$ cat config.mk
export PLATFORM = sky130hd
export DESIGN_NAME = i2c_slave_ctrl
export DESIGN_NICKNAME = d
export VERILOG_FILES = /design/src/rtl/i2c_slave_pkg.sv /design/src/rtl/i2c_line_sync.sv /design/src/rtl/i2c_slave_ctrl.sv
export SDC_FILE = /design/constraint.sdc
export NUM_CORES = 1
export LEC_CHECK = 0
export ABC_CLOCK_PERIOD_IN_PS = 1800
export CORE_MARGIN = 2
export CORE_UTILIZATION = 48
export DETAILED_ROUTE_END_ITERATION = 10
export GPL_ROUTABILITY_DRIVEN = 0
export PLACE_DENSITY = 0.74
export SLEW_MARGIN = 15
export SYNTH_ARGS = -nofsm -noshare
export SYNTH_HDL_FRONTEND = slang
export SYNTH_HIERARCHICAL = 1
export SYNTH_SLANG_ARGS = --single-unit
$ cat constraint.sdc
create_clock -name clk -period 1.8 [get_ports clk]
set_input_delay 0.27 -clock clk [delete_from_list [all_inputs] [get_ports clk]]
set_output_delay 0.27 -clock clk [all_outputs]
set_load 0.01 [all_outputs]
$ cat src/rtl/i2c_slave_pkg.sv
// Shared types and constants for the I2C slave controller and its line synchronizer.
package i2c_slave_pkg;

    typedef enum logic [3:0] {
        ST_IDLE,
        ST_ADDR,
        ST_ADDR_ACK,
        ST_PTR,
        ST_PTR_ACK,
        ST_WRITE,
        ST_WRITE_ACK,
        ST_READ,
        ST_MACK,
        ST_WAIT_STOP,
        ST_GC_CMD,
        ST_GC_ACK
    } state_t;

    localparam logic [6:0] DEFAULT_SLAVE_ADDR = 7'h48;
    localparam logic [6:0] GC_ADDR            = 7'h00;
    localparam logic [7:0] GC_RESET_CMD       = 8'h06;

endpackage

$ cat src/rtl/i2c_line_sync.sv
// Two-flop synchronizers plus history flop for SCL/SDA; registered edge, START and STOP events.
module i2c_line_sync (
    input  logic clk,
    input  logic async_rst_n,
    input  logic scl_in,
    input  logic sda_in,
    output logic scl_rise,
    output logic scl_fall,
    output logic start_det,
    output logic stop_det,
    output logic sda_s
);

    // [0] metastable stage, [1] synchronized level, [2] previous synchronized level
    logic [2:0] scl_pipe;
    logic [2:0] sda_pipe;

    logic scl_high;
    assign scl_high = scl_pipe[1] & scl_pipe[2];

    // NOTE: sequential state is always written with <= so every flop samples pre-edge values.
    always_ff @(posedge clk or negedge async_rst_n) begin
        if (!async_rst_n) begin
            // Pipelines reset to the idle bus level so leaving reset never fakes an edge.
            scl_pipe  <= '1;
            sda_pipe  <= '1;
            scl_rise  <= 1'b0;
            scl_fall  <= 1'b0;
            start_det <= 1'b0;
            stop_det  <= 1'b0;
            sda_s     <= 1'b1;
        end else begin
            scl_pipe  <= {scl_pipe[1:0], scl_in};
            sda_pipe  <= {sda_pipe[1:0], sda_in};
            scl_rise  <= scl_pipe[1] & ~scl_pipe[2];
            scl_fall  <= ~scl_pipe[1] & scl_pipe[2];
            start_det <= scl_high & ~sda_pipe[1] & sda_pipe[2];
            stop_det  <= scl_high & sda_pipe[1] & ~sda_pipe[2];
            sda_s     <= sda_pipe[1];
        end
    end

endmodule

$ cat src/rtl/i2c_slave_ctrl.sv
// Byte-level I2C slave: address match, register pointer, auto-incrementing write/read bursts.
// Define GENERAL_CALL_EN to ACK general-call address 0x00 and decode the 0x06 reset command.
module i2c_slave_ctrl
    import i2c_slave_pkg::*;
#(
    parameter logic [6:0] SLAVE_ADDR = DEFAULT_SLAVE_ADDR,
    parameter int         REG_W      = 8
) (
    input  logic             clk,
    input  logic             async_rst_n,
    input  logic             scl_in,
    input  logic             sda_in,
    output logic             sda_oe,
    output logic             cnt_en,
    output logic             cnt_load,
    output logic [7:0]       cnt_load_val,
    input  logic             bit_cnt_done,
    output logic [REG_W-1:0] reg_ptr,
    output logic [REG_W-1:0] reg_wdata,
    output logic             reg_we,
    output logic             reg_re,
    input  logic [REG_W-1:0] reg_rdata,
    output logic             busy,
    output logic             gc_reset
);

`ifdef GENERAL_CALL_EN
    localparam bit GC_EN = 1'b1;
`else
    localparam bit GC_EN = 1'b0;
`endif

    state_t           state;
    logic [REG_W-1:0] rx_shift;
    logic [REG_W-1:0] tx_shift;
    logic             ack_drv;
    logic             mack_ok;
    logic             rd_pend;
    logic             rw_read;
    logic             gc_sel;

    logic scl_rise, scl_fall, start_det, stop_det, sda_s;
    logic addr_hit, gc_hit;

    i2c_line_sync u_line_sync (
        .clk         (clk),
        .async_rst_n (async_rst_n),
        .scl_in      (scl_in),
        .sda_in      (sda_in),
        .scl_rise    (scl_rise),
        .scl_fall    (scl_fall),
        .start_det   (start_det),
        .stop_det    (stop_det),
        .sda_s       (sda_s)
    );

    assign cnt_load_val = 8'h00;
    assign addr_hit     = (rx_shift[REG_W-1:1] == SLAVE_ADDR);
    assign gc_hit       = GC_EN && (rx_shift[REG_W-1:1] == GC_ADDR) && !rx_shift[0];

    always_ff @(posedge clk or negedge async_rst_n) begin
        if (!async_rst_n) begin
            state     <= ST_IDLE;
            rx_shift  <= '0;
            tx_shift  <= '0;
            ack_drv   <= 1'b0;
            mack_ok   <= 1'b0;
            rd_pend   <= 1'b0;
            rw_read   <= 1'b0;
            gc_sel    <= 1'b0;
            sda_oe    <= 1'b0;
            cnt_en    <= 1'b0;
            cnt_load  <= 1'b0;
            reg_ptr   <= '0;
            reg_wdata <= '0;
            reg_we    <= 1'b0;
            reg_re    <= 1'b0;
            busy      <= 1'b0;
            gc_reset  <= 1'b0;
        end else begin
            cnt_en   <= 1'b0;
            cnt_load <= 1'b0;
            reg_we   <= 1'b0;
            reg_re   <= 1'b0;
            gc_reset <= 1'b0;

            // reg_rdata is valid the cycle after reg_re, long before the next SCL fall.
            rd_pend <= reg_re;
            if (rd_pend) tx_shift <= reg_rdata;

            if (start_det) begin
                state    <= ST_ADDR;
                cnt_load <= 1'b1;
                sda_oe   <= 1'b0;
                busy     <= 1'b1;
                ack_drv  <= 1'b0;
                mack_ok  <= 1'b0;
            end else if (stop_det) begin
                state   <= ST_IDLE;
                sda_oe  <= 1'b0;
                busy    <= 1'b0;
                ack_drv <= 1'b0;
                mack_ok <= 1'b0;
            end else begin
                case (state)
                    ST_ADDR, ST_PTR, ST_WRITE, ST_GC_CMD: begin
                        if (scl_rise) begin
                            rx_shift <= {rx_shift[REG_W-2:0], sda_s};
                            cnt_en   <= 1'b1;
                        end
                        if (bit_cnt_done) begin
                            case (state)
                                ST_ADDR: begin
                                    if (addr_hit) begin
                                        state   <= ST_ADDR_ACK;
                                        rw_read <= rx_shift[0];
                                        reg_re  <= rx_shift[0];
                                        gc_sel  <= 1'b0;
                                    end else if (gc_hit) begin
                                        state   <= ST_ADDR_ACK;
                                        rw_read <= 1'b0;
                                        gc_sel  <= 1'b1;
                                    end else begin
                                        state <= ST_WAIT_STOP;
                                    end
                                end
                                ST_PTR: begin
                                    reg_ptr <= rx_shift;
                                    state   <= ST_PTR_ACK;
                                end
                                ST_WRITE: begin
                                    reg_wdata <= rx_shift;
                                    reg_we    <= 1'b1;
                                    state     <= ST_WRITE_ACK;
                                end
                                default: begin
                                    state <= (rx_shift == GC_RESET_CMD) ? ST_GC_ACK : ST_WAIT_STOP;
                                end
                            endcase
                        end
                    end

                    // First SCL fall drives the ACK low, the second ends the ACK bit.
                    ST_ADDR_ACK, ST_PTR_ACK, ST_WRITE_ACK, ST_GC_ACK: begin
                        if (scl_fall) begin
                            if (!ack_drv) begin
                                sda_oe  <= 1'b1;
                                ack_drv <= 1'b1;
                            end else begin
                                sda_oe   <= 1'b0;
                                ack_drv  <= 1'b0;
                                cnt_load <= 1'b1;
                                case (state)
                                    ST_ADDR_ACK: begin
                                        if (gc_sel) begin
                                            state <= ST_GC_CMD;
                                        end else if (rw_read) begin
                                            state    <= ST_READ;
                                            sda_oe   <= ~tx_shift[REG_W-1];
                                            tx_shift <= {tx_shift[REG_W-2:0], 1'b0};
                                        end else begin
                                            state <= ST_PTR;
                                        end
                                    end
                                    ST_PTR_ACK: state <= ST_WRITE;
                                    ST_WRITE_ACK: begin
                                        reg_ptr <= reg_ptr + 1'b1;
                                        state   <= ST_WRITE;
                                    end
                                    default: begin
                                        gc_reset <= 1'b1;
                                        state    <= ST_WAIT_STOP;
                                    end
                                endcase
                            end
                        end
                    end

                    ST_READ: begin
                        if (scl_rise) cnt_en <= 1'b1;
                        if (scl_fall) begin
                            sda_oe   <= ~tx_shift[REG_W-1];
                            tx_shift <= {tx_shift[REG_W-2:0], 1'b0};
                        end
                        if (bit_cnt_done) begin
                            state   <= ST_MACK;
                            mack_ok <= 1'b0;
                        end
                    end

                    // Release SDA for the master's ACK; on ACK, the next fall starts the new byte.
                    ST_MACK: begin
                        if (scl_fall) begin
                            if (mack_ok) begin
                                sda_oe   <= ~tx_shift[REG_W-1];
                                tx_shift <= {tx_shift[REG_W-2:0], 1'b0};
                                cnt_load <= 1'b1;
                                mack_ok  <= 1'b0;
                                state    <= ST_READ;
                            end else begin
                                sda_oe <= 1'b0;
                            end
                        end
                        if (scl_rise) begin
                            if (!sda_s) begin
                                mack_ok <= 1'b1;
                                reg_ptr <= reg_ptr + 1'b1;
                                reg_re  <= 1'b1;
                            end else begin
                                state <= ST_WAIT_STOP;
                            end
                        end
                    end

                    ST_IDLE, ST_WAIT_STOP: ;

                    default: state <= ST_IDLE;
                endcase
            end
        end
    end

endmodule

==> run metrics <==
worst setup path class register to register; cell count after synthesis 278; Vias/cell about 5.8; Core Rows 28; yosys warns 6; CP Launch Type register; CP Data Arrival Time 2170 ps; Netlist cell types 58; violated checks setup timing; leakage power around 1.7 nW; TritonCTS Buffers 9; top post-synthesis cells by area dfrtp_1 44%, mux2_2 6.6%, dfstp_2 5.4%, o21ai_0 3.5%, a21oi_1 3.1%; dpl cell area 3540 µm²; CTS max path bufs 2; Worst setup EP type register; HP Class primary input to register; worst stage delay on the critical path 600 ps; syn_area_per_cell 10.4 µm²; I/O Buffers 35; crit path max-delay cell type or4b_4; Worst slew margin 64.4%; CP delay by family, top simple AND/OR/NAND/NOR gates; diode count 0; Skew-Pair Late Insertion Delay ~350 ps; Die Wd 81.7 µm; R2R Setup Slk -130 ps; Vias 2544; sequential fraction of the synthesis area 49.5%; FFs w/ async S/R, synth 100%; total gr overflow 0; fmax 517 MHz; register area 1440 µm²; clk sink count 57; Setup crit end reg_ptr[0]; cell count along the critical path 4; number of global-route vias before repair between 2000 and 2500; CTS Root Cell clkbuf_8; Synth area leader dfrtp_1; Die Y 81.7 µm; initial core utilization 49.2%; worst hold slack around 330 ps; clock skew 9.39 ps; FF+latch count, synth 57; WP buf/inv 0; area grow syn2layout 40.8%; PwrDens around 1600 nW/µm²; Max Cap Violations 0; period utilization 107%; worst r2r path cells 4; largest net degree at the start of global routing 58; Synth top area share 44.1%; nets@finish 373; clock slew seen by the registers of the worst setup and hold paths 70 ps; fraction of layout instances using a drive strength above 1 35.7%; Final HPWL DP 4510 µm; unrepaired setup endpoints after global routing yes; Final Cell Area 4080 µm²; final wirelength around 7400 µm; Final min period 1930 ps; crit path from state[1]; Worst-Margin Slew roughly 520 ps; Core Footprint about 5900 µm²; First-pass DRT Iterations 4; first-pass GRT wire length 11100 µm; reg2reg start state[1]; routed len/inst approximately 17 µm; IO Count 44; Initial DRC Count approximately 180; initial antenna violation count 0; die area approximately 6700 µm²; Post-synth top flop dfrtp_1; maximum vdd drop 0.858 mV; CTS tree done; Final Core Density 69.2%; CP required 2030 ps; htree depth 3; r2r endpoint reg_ptr[0]; Multi-input gate area 1530 µm²; CP max FO 8; status finished, violations left; fill count 420; Hold Fails Final Rpt 0; crit-path cells or4b_4, nor3b_4, o221ai_4, a211o_1; synthesized area 2900 µm²; Antenna Violating Nets Remaining 0; drt drc 0; worst setup margin -135 ps; final setup fails 12; Tot GR Track Use 22.3%; number of synthesized flops with an enable pin 0; Slew Viols, Final 0
area by class of cell:
class	instances	share of cell area [%]
inverters	4	0.522
multi-input cells	199	37.6
repair buffers	88	20.2
clock buffers	13	3.65
flip-flops and latches	57	35.2
clock inverters	3	0.430
well taps	75	2.30
cell usage in the layout, fill, tap and decap left out, types with 3 or more instances in the layout:
cell type / n
o21ai_2: 5
dfrtp_1: 50
a21oi_2: 4
and4b_1: 3
clkbuf_8: 10
nand3_1: 9
a21oi_1: 14
nand2b_1: 3
buf_12: 3
nand4_1: 10
o21ai_0: 11
mux2_2: 17
and3_1: 5
buf_4: 40
clkbuf_1: 3
mux2i_1: 9
conb_1: 8
buf_6: 7
nor3_1: 4
a31oi_1: 4
nand2_1: 17
o31ai_1: 3
clkdlybuf4s50_1: 34
nor2_1: 12
dfstp_2: 6
o21ai_1: 5
metal layers:
layer | part of all wire [%] | wire, µm | vias up | GRT usage (%)
li1 | - | - | 1192 | -
met3 | 6.8 | 501 | 20 | 5.71
met5 | 0 | 0 | - | 0
met1 | 43 | 3190 | 1234 | 29.7
met2 | 48 | 3540 | 98 | 34.0
met4 | 2.3 | 174 | 0 | 10.8
worst reg2reg max path: stages, from the launching register on:
cell,delay (ps)
dfrtp_1,390
or4b_4,600
nor3b_4,320
o221ai_4,220
a211o_1,300
synth_stat cells, types with 5 or more instances:
master / count
mux2_2: 17
nor2_1: 14
a31oi_1: 5
nand4_1: 10
mux2i_1: 9
clkbuf_1: 5
and3_1: 6
nand3_1: 11
buf_4: 9
buf_2: 8
dfrtp_1: 51
o21ai_0: 20
o31ai_1: 5
nor3_1: 5
dfstp_2: 6
nand2_1: 17
a21oi_1: 18
through the flow:
stage          setup slack, ps  instances  power [W]  TNS, ps
4_1_cts                  -81.7        427    0.00580     -643
2_1_floorplan             -106        285    0.00349    -1240
3_5_place_dp              -163        408    0.00462    -3040
3_3_place_gp              -128        408    0.00456    -2190
5_1_grt                   -177        439    0.00680    -1850
6_report                  -135        439    0.00640     -833
state kept, by name, indices dropped and copies added (netlist names), 3 cells and up:
signal,cells
reg_ptr,8
u_line_sync/scl_pipe,3
rx_shift,8
tx_shift,8
reg_wdata,8
u_line_sync/sda_pipe,3
state,4
power by group:
| part | total, W | leakage, nW | internal (W) | switching, W |
|---|---|---|---|---|
| registers | 0.00195 | 0.710 | 0.00162 | 0.000332 |
| clock network | 0.00103 | 0.0834 | 0.000533 | 0.000500 |
| logic | 0.00342 | 0.955 | 0.00177 | 0.00164 |
how the worst min path moves through the flow:
stage,from,endpoint,slack (ps),cells after the start
3_5_place_dp,async_rst_n,mack_ok,290,2
2_1_floorplan,async_rst_n,ack_drv,-30,0
5_1_grt,scl_in,u_line_sync/scl_pipe[0],320,1
3_3_place_gp,async_rst_n,ack_drv,290,2
4_1_cts,scl_in,u_line_sync/scl_pipe[0],330,1
6_report,scl_in,u_line_sync/scl_pipe[0],330,1
logic make-up after synthesis:
| logic type | count (synthesis) | share of synthesized area (%) |
|---|---|---|
| AND/OR/NAND/NOR | 86 | 16.8 |
| XOR/XNOR | 2 | 0.605 |
| buffers and inverters | 30 | 5.70 |
| other | 1 | 0.130 |
| adder cells (fa/ha/maj) | 1 | 0.432 |
| multiplexers | 26 | 9.72 |
| flip-flops | 57 | 49.5 |
| AO/OA/AOI/OAI | 75 | 17.1 |
timing repair:
action | in CTS | in global routing
cloned | 1 | 2
hold endpoints to repair | 51 | 0
hold buffers | 1 | 0
gates resized for setup | 18 | 43
pin swaps | 2 | 27
buffers inserted | 1 | 10
endpoints found under the setup margin | 36 | 38
No activity file was read; power rests on OpenSTA's default activity.
